**src/rtl/addsub2comp_n.sv**
```systemverilog
// Multi-cycle signed add/subtract through a sign-magnitude datapath (MAG, CMP, EXEC stages).
// One operation takes five states; a start is accepted only in IDLE, and operands are captured once at that point.
module addsub2comp_n #(
  parameter int W = 8
) (
  input  logic         clk,
  input  logic         RESET_N,
  input  logic         S,
  input  logic         op,
  input  logic [W-1:0] A,
  input  logic [W-1:0] B,
  output logic [W-1:0] R,
  output logic         ovf,
  output logic         busy,
  output logic         done
);

  localparam logic [2:0] ST_IDLE = 3'd0;
  localparam logic [2:0] ST_MAG  = 3'd1;
  localparam logic [2:0] ST_CMP  = 3'd2;
  localparam logic [2:0] ST_EXEC = 3'd3;
  localparam logic [2:0] ST_DONE = 3'd4;

  localparam logic [W-1:0] ONE_W  = W'(1);
  localparam logic [W:0]   ONE_W1 = (W+1)'(1);
  // 2^(W-1) at W+1 bits: the largest magnitude a negative result may carry
  localparam logic [W:0]   LIM    = (W+1)'(1) << (W-1);

  logic [2:0]   state_q, state_d;
  logic [W-1:0] a_q, a_d, b_q, b_d;
  logic         op_q, op_d;
  logic         sa_q, sa_d, sb_q, sb_d;
  logic [W-1:0] ma_q, ma_d, mb_q, mb_d;
  logic         seq_q, seq_d, agt_q, agt_d, aeq_q, aeq_d;
  logic [W-1:0] r_q, r_d;
  logic         ovf_q, ovf_d;

  logic [W:0]   mag;
  logic [W:0]   neg_mag;
  logic         sgn;

  always_comb begin
    state_d = state_q;
    a_d     = a_q;
    b_d     = b_q;
    op_d    = op_q;
    sa_d    = sa_q;
    sb_d    = sb_q;
    ma_d    = ma_q;
    mb_d    = mb_q;
    seq_d   = seq_q;
    agt_d   = agt_q;
    aeq_d   = aeq_q;
    r_d     = r_q;
    ovf_d   = ovf_q;
    mag     = '0;
    neg_mag = '0;
    sgn     = 1'b0;

    case (state_q)
      ST_IDLE: begin
        if (S) begin
          a_d     = A;
          b_d     = B;
          op_d    = op;
          state_d = ST_MAG;
        end
      end
      ST_MAG: begin
        sa_d    = a_q[W-1];
        sb_d    = b_q[W-1] ^ op_q;
        // -2^(W-1) negates to itself, which reads as 2^(W-1) unsigned
        ma_d    = a_q[W-1] ? (~a_q + ONE_W) : a_q;
        mb_d    = b_q[W-1] ? (~b_q + ONE_W) : b_q;
        state_d = ST_CMP;
      end
      ST_CMP: begin
        seq_d   = (sa_q == sb_q);
        agt_d   = (ma_q > mb_q);
        aeq_d   = (ma_q == mb_q);
        state_d = ST_EXEC;
      end
      ST_EXEC: begin
        if (seq_q) begin
          mag = {1'b0, ma_q} + {1'b0, mb_q};
          sgn = sa_q;
        end else if (aeq_q) begin
          mag = '0;
          sgn = 1'b0;
        end else if (agt_q) begin
          mag = {1'b0, ma_q} - {1'b0, mb_q};
          sgn = sa_q;
        end else begin
          mag = {1'b0, mb_q} - {1'b0, ma_q};
          sgn = sb_q;
        end
        if (mag == '0) begin
          sgn = 1'b0;
        end
        neg_mag = ~mag + ONE_W1;
        r_d     = sgn ? neg_mag[W-1:0] : mag[W-1:0];
        ovf_d   = sgn ? (mag > LIM) : (mag >= LIM);
        state_d = ST_DONE;
      end
      ST_DONE: begin
        state_d = ST_IDLE;
      end
      default: begin
        state_d = ST_IDLE;
      end
    endcase
  end

  always_ff @(posedge clk or negedge RESET_N) begin
    if (!RESET_N) begin
      state_q <= ST_IDLE;
      a_q     <= '0;
      b_q     <= '0;
      op_q    <= 1'b0;
      sa_q    <= 1'b0;
      sb_q    <= 1'b0;
      ma_q    <= '0;
      mb_q    <= '0;
      seq_q   <= 1'b0;
      agt_q   <= 1'b0;
      aeq_q   <= 1'b0;
      r_q     <= '0;
      ovf_q   <= 1'b0;
    end else begin
      state_q <= state_d;
      a_q     <= a_d;
      b_q     <= b_d;
      op_q    <= op_d;
      sa_q    <= sa_d;
      sb_q    <= sb_d;
      ma_q    <= ma_d;
      mb_q    <= mb_d;
      seq_q   <= seq_d;
      agt_q   <= agt_d;
      aeq_q   <= aeq_d;
      r_q     <= r_d;
      ovf_q   <= ovf_d;
    end
  end

  assign R    = r_q;
  assign ovf  = ovf_q;
  assign busy = (state_q != ST_IDLE);
  assign done = (state_q == ST_DONE);

endmodule

```
**config.mk**
```make
export PLATFORM = sky130hd
export DESIGN_NAME = addsub2comp_n
export DESIGN_NICKNAME = d
export VERILOG_FILES = /design/src/rtl/addsub2comp_n.sv
export SDC_FILE = /design/constraint.sdc
export NUM_CORES = 1
export LEC_CHECK = 0
export ABC_AREA = 1
export CORE_MARGIN = 1
export CORE_UTILIZATION = 50
export DETAILED_ROUTE_END_ITERATION = 10
export GPL_ROUTABILITY_DRIVEN = 1
export GPL_TIMING_DRIVEN = 0
export PLACE_DENSITY_LB_ADDON = 0.12
export SYNTH_ARGS = -nofsm -noshare
export SYNTH_HDL_FRONTEND = slang
export SYNTH_SLANG_ARGS = --single-unit
export TNS_END_PERCENT = 20
```
**constraint.sdc**
```tcl
create_clock -name clk -period 4.6 [get_ports clk]
set_input_delay 0.46 -clock clk [delete_from_list [all_inputs] [get_ports clk]]
set_output_delay 0.46 -clock clk [all_outputs]
set_load 0.005 [all_outputs]
```
[Word-level counts from Yosys, hierarchy flattened]
Index checks and enable logic that the tools add are counted.
Storage, ports and cells
  flip-flop bits (word level): 50
  output and inout bits: 11
  word-level logic and storage cells: 52
Cells by class
  add/subtract/negate cells: 6
  order comparisons: 3
  eq/ne operators: 7
  muxes and demuxes: 15
  bitwise operators: 4
  reductions and logical operators: 4
Operators by type and width (count)
  $mux W9: 4
  $add A8 B1 Y8 const B: 3
  $mux W8: 3
  $not A8 Y8: 3
  $sub A8 B8 Y9: 2
  $pmux W3 S4: 1
  $add A8 B8 Y9: 1
  $ge A9 B8 Y1 const B: 1
  $gt A9 B8 Y1 const B: 1
  $logic_not A9 Y1: 1
  $eq A8 B8 Y1: 1
  $gt A8 B8 Y1: 1
  $eq A3 B2 Y1 const B: 2
  $mux W1: 6
  $eq A3 B1 Y1 const B: 1
  $eq A3 B3 Y1 const B: 1
  $logic_not A3 Y1: 1
  $mux W3: 1
  $reduce_bool A3 Y1: 1
  $ne A2 B2 Y1 const B: 1
  $reduce_and A2 Y1: 1
  $eq A1 B1 Y1: 1
  $xor A1 B1 Y1: 1

[Depth between registers and ports, before layout]
  depth in word-level cells: 9
  gate-level depth with buffers: 20

[Worst setup path before layout]
OpenSTA, ideal clock, no wires.
  kind: reg-to-reg
  from: reg ma_q[0]
  to: reg ovf_q, in the netlist ovf
  arrival time: 2.172 ns
  path slack: 2.310 ns
  stages on the path, launching flop included: 18
  path buffers: 0
  cell sequence: dfrtp_1 inv_1 ha_1 inv_1 fa_1 o21ai_1 o21ai_1 clkinv_1 ha_1 inv_1 nor2_1 nand3_2 nor2_1 nand2_1 nor3_2 nand3_1 nand3_1 nand2_1
Between the ends
  cells in the longest elaborated chain, start to end: 9
RTL lines
  start: declaration: RTL line 33  | logic [W-1:0] ma_q, ma_d, mb_q, mb_d;
  start signal: assignment: RTL line 136  | ma_q <= ma_d;
  $sub A8 B8 Y9 (on tied branches): RTL line 94, 91
  $mux W9: RTL line 90  | end else if (agt_q) begin
  $mux W9: RTL line 87  | end else if (aeq_q) begin
  $mux W9 (*): RTL line 84  | if (seq_q) begin
  $mux W9 (*): RTL line 60  | case (state_q)
  branches (longest 3 deep; another with $ge A9 B8 Y1)
  $mux W1 (*): RTL line 102  | ovf_d = sgn ? (mag > LIM) : (mag >= LIM);
  end signal: assignment: RTL line 142  | ovf_q <= ovf_d;
  end: declaration: RTL line 36  | logic ovf_q, ovf_d;
Every way passes the cells marked *. The select of a mux whose other input is x is not followed.
A chain may end at the register's enable or synchronous reset.

[Worst setup path after layout]
  from: reg ma_q[0]
  to: reg r_q[7], in the netlist R[7]
Between the ends
  cells in the longest elaborated chain, start to end: 9
RTL lines
  $sub A8 B8 Y9 (on tied branches): RTL line 94, 91
  $mux W9: RTL line 90
  $mux W9: RTL line 87
  $mux W9 (*): RTL line 84
  $mux W9 (*): RTL line 60
  branches (longest 3 deep; another with $add A8 B1 Y8)
  $mux W8 (*): RTL line 101  | r_d = sgn ? neg_mag[W-1:0] : mag[W-1:0];
  end signal: assignment: RTL line 141  | r_q <= r_d;
  end: declaration: RTL line 35  | logic [W-1:0] r_q, r_d;
Marks and branches as above.

==> flow_metrics.env <==
export IMPL_ys_types=40
export IMPL_wl_um=8030
export IMPL_seq_area_mm2=0.00125
export IMPL_area_growth_pct=15.0
export IMPL_period_share_pct=57.9
export IMPL_vias_per_cell=5.08
export IMPL_cts_root_buffer="clkbuf_8"
export IMPL_rsz0062_at_grt="no"
export IMPL_min_path_type="primary input to async pin"
export IMPL_drive_above_1_share_pct=8.19
export IMPL_io_buffers=30
export IMPL_status="complete, no violations"
export IMPL_antenna_found_initial=0
export IMPL_hold_ws_ps=90.6
export IMPL_finalHoldViolCount=0
export IMPL_fin_nets=588
export IMPL_p_leak_nw=2.13
export IMPL_design_area_mm2=0.00420
export IMPL_post_cts_resized=0
export IMPL_cp_arrival_ps=2880
export IMPL_layout_cells_non_filler=633
export IMPL_drtIter0Drc=158
export IMPL_grt_total_usage_pct=23.7
export IMPL_dp_cells=625
export IMPL_postRouteAntennaNets=0
export IMPL_dp_hpwl_um=6570
export IMPL_tightest_slew_ps=738
export IMPL_placed_area_mm2=0.00408
export IMPL_die_w_um=87.4
export IMPL_insertion_delay_ps=320
export IMPL_critPathCaptureType="flip-flop"
export IMPL_powerDensity_mw_per_mm2=833
export IMPL_synthTopCellsByCount="nand2_1 (116), inv_1 (71), dfrtp_1 (50)"
export IMPL_yosysTopAreaCellShare_pct=34.3
export IMPL_cts_max_path_buffers=2
export IMPL_async_reset_ff_share_pct=100
export IMPL_cts_setup_buffers=0
export IMPL_synth_fp_nets=550
export IMPL_place_gp_congestion=0.939
export IMPL_slew_headroom_pct=50.4
export IMPL_final_util_pct=60.8
export IMPL_yosysMostFrequentCell="nand2_1"
export IMPL_die_h_um=87.4
export IMPL_initial_utilization_pct=52.8
export IMPL_cts_buffers=5
export IMPL_drc=0
export IMPL_yosys_area_top_type="dfrtp_1"
export IMPL_maxCapViolations=0
export IMPL_synthTopCellsByArea="dfrtp_1 (34%), nand2_1 (12%), ha_1 (9.9%)"
export IMPL_first_pass_iters=5
export IMPL_fin_skew_ps=6.97
export IMPL_cts_tree="built"
export IMPL_cts_htree_levels=2
export IMPL_synth_ff_type="dfrtp_1"
export IMPL_fmaxAchievable_mhz=375
export IMPL_finalSetupTns_ps=0
export IMPL_synth_seq_area_share_pct=34.3
export IMPL_syn_inst=498
export IMPL_grt_pass1_wl_um=14000
export IMPL_ys_warnings_count=0
export IMPL_clock_sinks=50
export IMPL_synth_seq_cells=50
export IMPL_fillers=660
export IMPL_wl_per_cell_um=12.7
export IMPL_hold_buffers=0
export IMPL_multi_input_area_mm2=0.00203
export IMPL_grt_overflow_total=0
export IMPL_num_io_pins=31
export IMPL_worst_ir_drop_vdd_mv=0.339
export IMPL_setup_violations=0
export IMPL_startpoint_type="flip-flop"
export IMPL_period_minus_slack_ps=2660
export IMPL_vias=3218
export IMPL_path_class="flip-flop to flip-flop"
export IMPL_synth_edf_count=0
export IMPL_rows=30
export IMPL_syn_avg_cell_area_um2=7.33
export IMPL_crit_path_max_fanout=4
export IMPL_grt_pass1_vias=3076
export IMPL_clkSlewWorstSetupHoldPaths_ps=100
export IMPL_drv_slew=0
export IMPL_fp_dieArea_mm2=0.00764
export IMPL_worstPathRequired_ps=4820
export IMPL_netlist_area_mm2=0.00365
export IMPL_antenna_cells=0
export IMPL_grt_max_degree=33
export IMPL_core_area_mm2=0.00691
-- power breakdown --
group,switching (mW),internal (mW)
Clock,0.161,0.163
Combinational,1.47,0.875
Sequential,0.185,0.646
-- final timing paths --
kind | startpoint | to | slack (ps) | cells after the start
max | ma_q[0] | R[7] | 1940 | 17
min | RESET_N | R[4] | 90 | 1
max reg2reg | ma_q[0] | R[7] | 1940 | 17
min reg2reg | R[5] | R[5] | 490 | 2
min in group clk | R[5] | R[5] | 490 | 2
max in group asynchronous | RESET_N | ma_q[6] | 3980 | 2
-- registers in the layout, indices dropped and copies added, names as in the netlist, 3 cells and up --
signal and count:
a_q 8, R 8, ma_q 8, b_q 8, mb_q 8, state_q 3
-- through the flow --
step	setup WS (ps)	power, mW
after floorplan	2310	2.60
after global placement	1560	3.13
after detailed placement	1930	3.18
after CTS	1900	3.51
after global routing	1620	3.90
final	1940	3.50
-- layer usage --
metal / part of all wire, % / vias up / routed length (um) / GRT usage (%)
met3: 3.1 / 18 / 249 / 3.22
met1: 43 / 1477 / 3480 / 27.6
met2: 51 / 63 / 4070 / 43.8
met4: 2.9 / 0 / 233 / 9.09
met5: 0 / - / 0 / 0
li1: - / 1660 / - / -
-- cell usage in the layout (no fill, tap or decap), drive strengths merged --
cell,netlist,layout
nand2,121,121
inv,76,77
nor2,51,51
dfrtp,50,50
nand3,46,46
o21ai,38,38
ha,29,29
clkdlybuf4s50,0,29
a21oi,29,29
clkbuf,7,12
xor2,10,10
nor3,9,9
buf,6,8
nand4,3,3
o211ai,3,3
mux2,3,3
o22ai,3,3
fa,3,3
nand3b,2,2
o21bai,2,2
clkinv,1,2
a21boi,1,1
o221ai,1,1
xnor2,1,1
nor4,1,1
o31ai,1,1
a31oi,1,1
bufinv,0,1
-- worst max-delay path: stages, from the launching register on --
cell and delay (ps):
dfrtp_1 420, inv_1 100, ha_1 200, inv_1 70, fa_1 400, o21ai_1 180
o21ai_1 130, clkinv_1 90, ha_1 140, inv_1 50, nor2_1 120, nand3_2 100
nor2_1 100, nand2_1 90, nor3_2 150, nor2_1 70, nor2_1 100, nor2_1 50
-- cells by family (layout without fill, tap and decap cells) --
logic type / after synthesis / in the layout / share of synthesized area [%]
AOI/OAI and AO/OA: 79 / 79 / 12.1
xor gates and xnor gates: 11 / 11 / 2.64
muxes: 3 / 3 / 0.926
adders and majority gates: 32 / 32 / 11.6
buffers and inverters: 90 / 129 / 10.0
and+or+nand+nor: 233 / 233 / 28.4
DFF: 50 / 50 / 34.3
-- layout make-up --
| type | instances | share of cell area (%) |
|---|---|---|
| Buffer | 13 | 1.85 |
| Sequential cell | 50 | 29.8 |
| Multi-Input combinational cell | 358 | 48.4 |
| Inverter | 77 | 6.89 |
| Clock inverter | 3 | 1.04 |
| Clock buffer | 5 | 1.64 |
| Tap cell | 96 | 2.86 |
| Timing Repair Buffer | 31 | 7.51 |
Power figures use the tool's default switching activity.
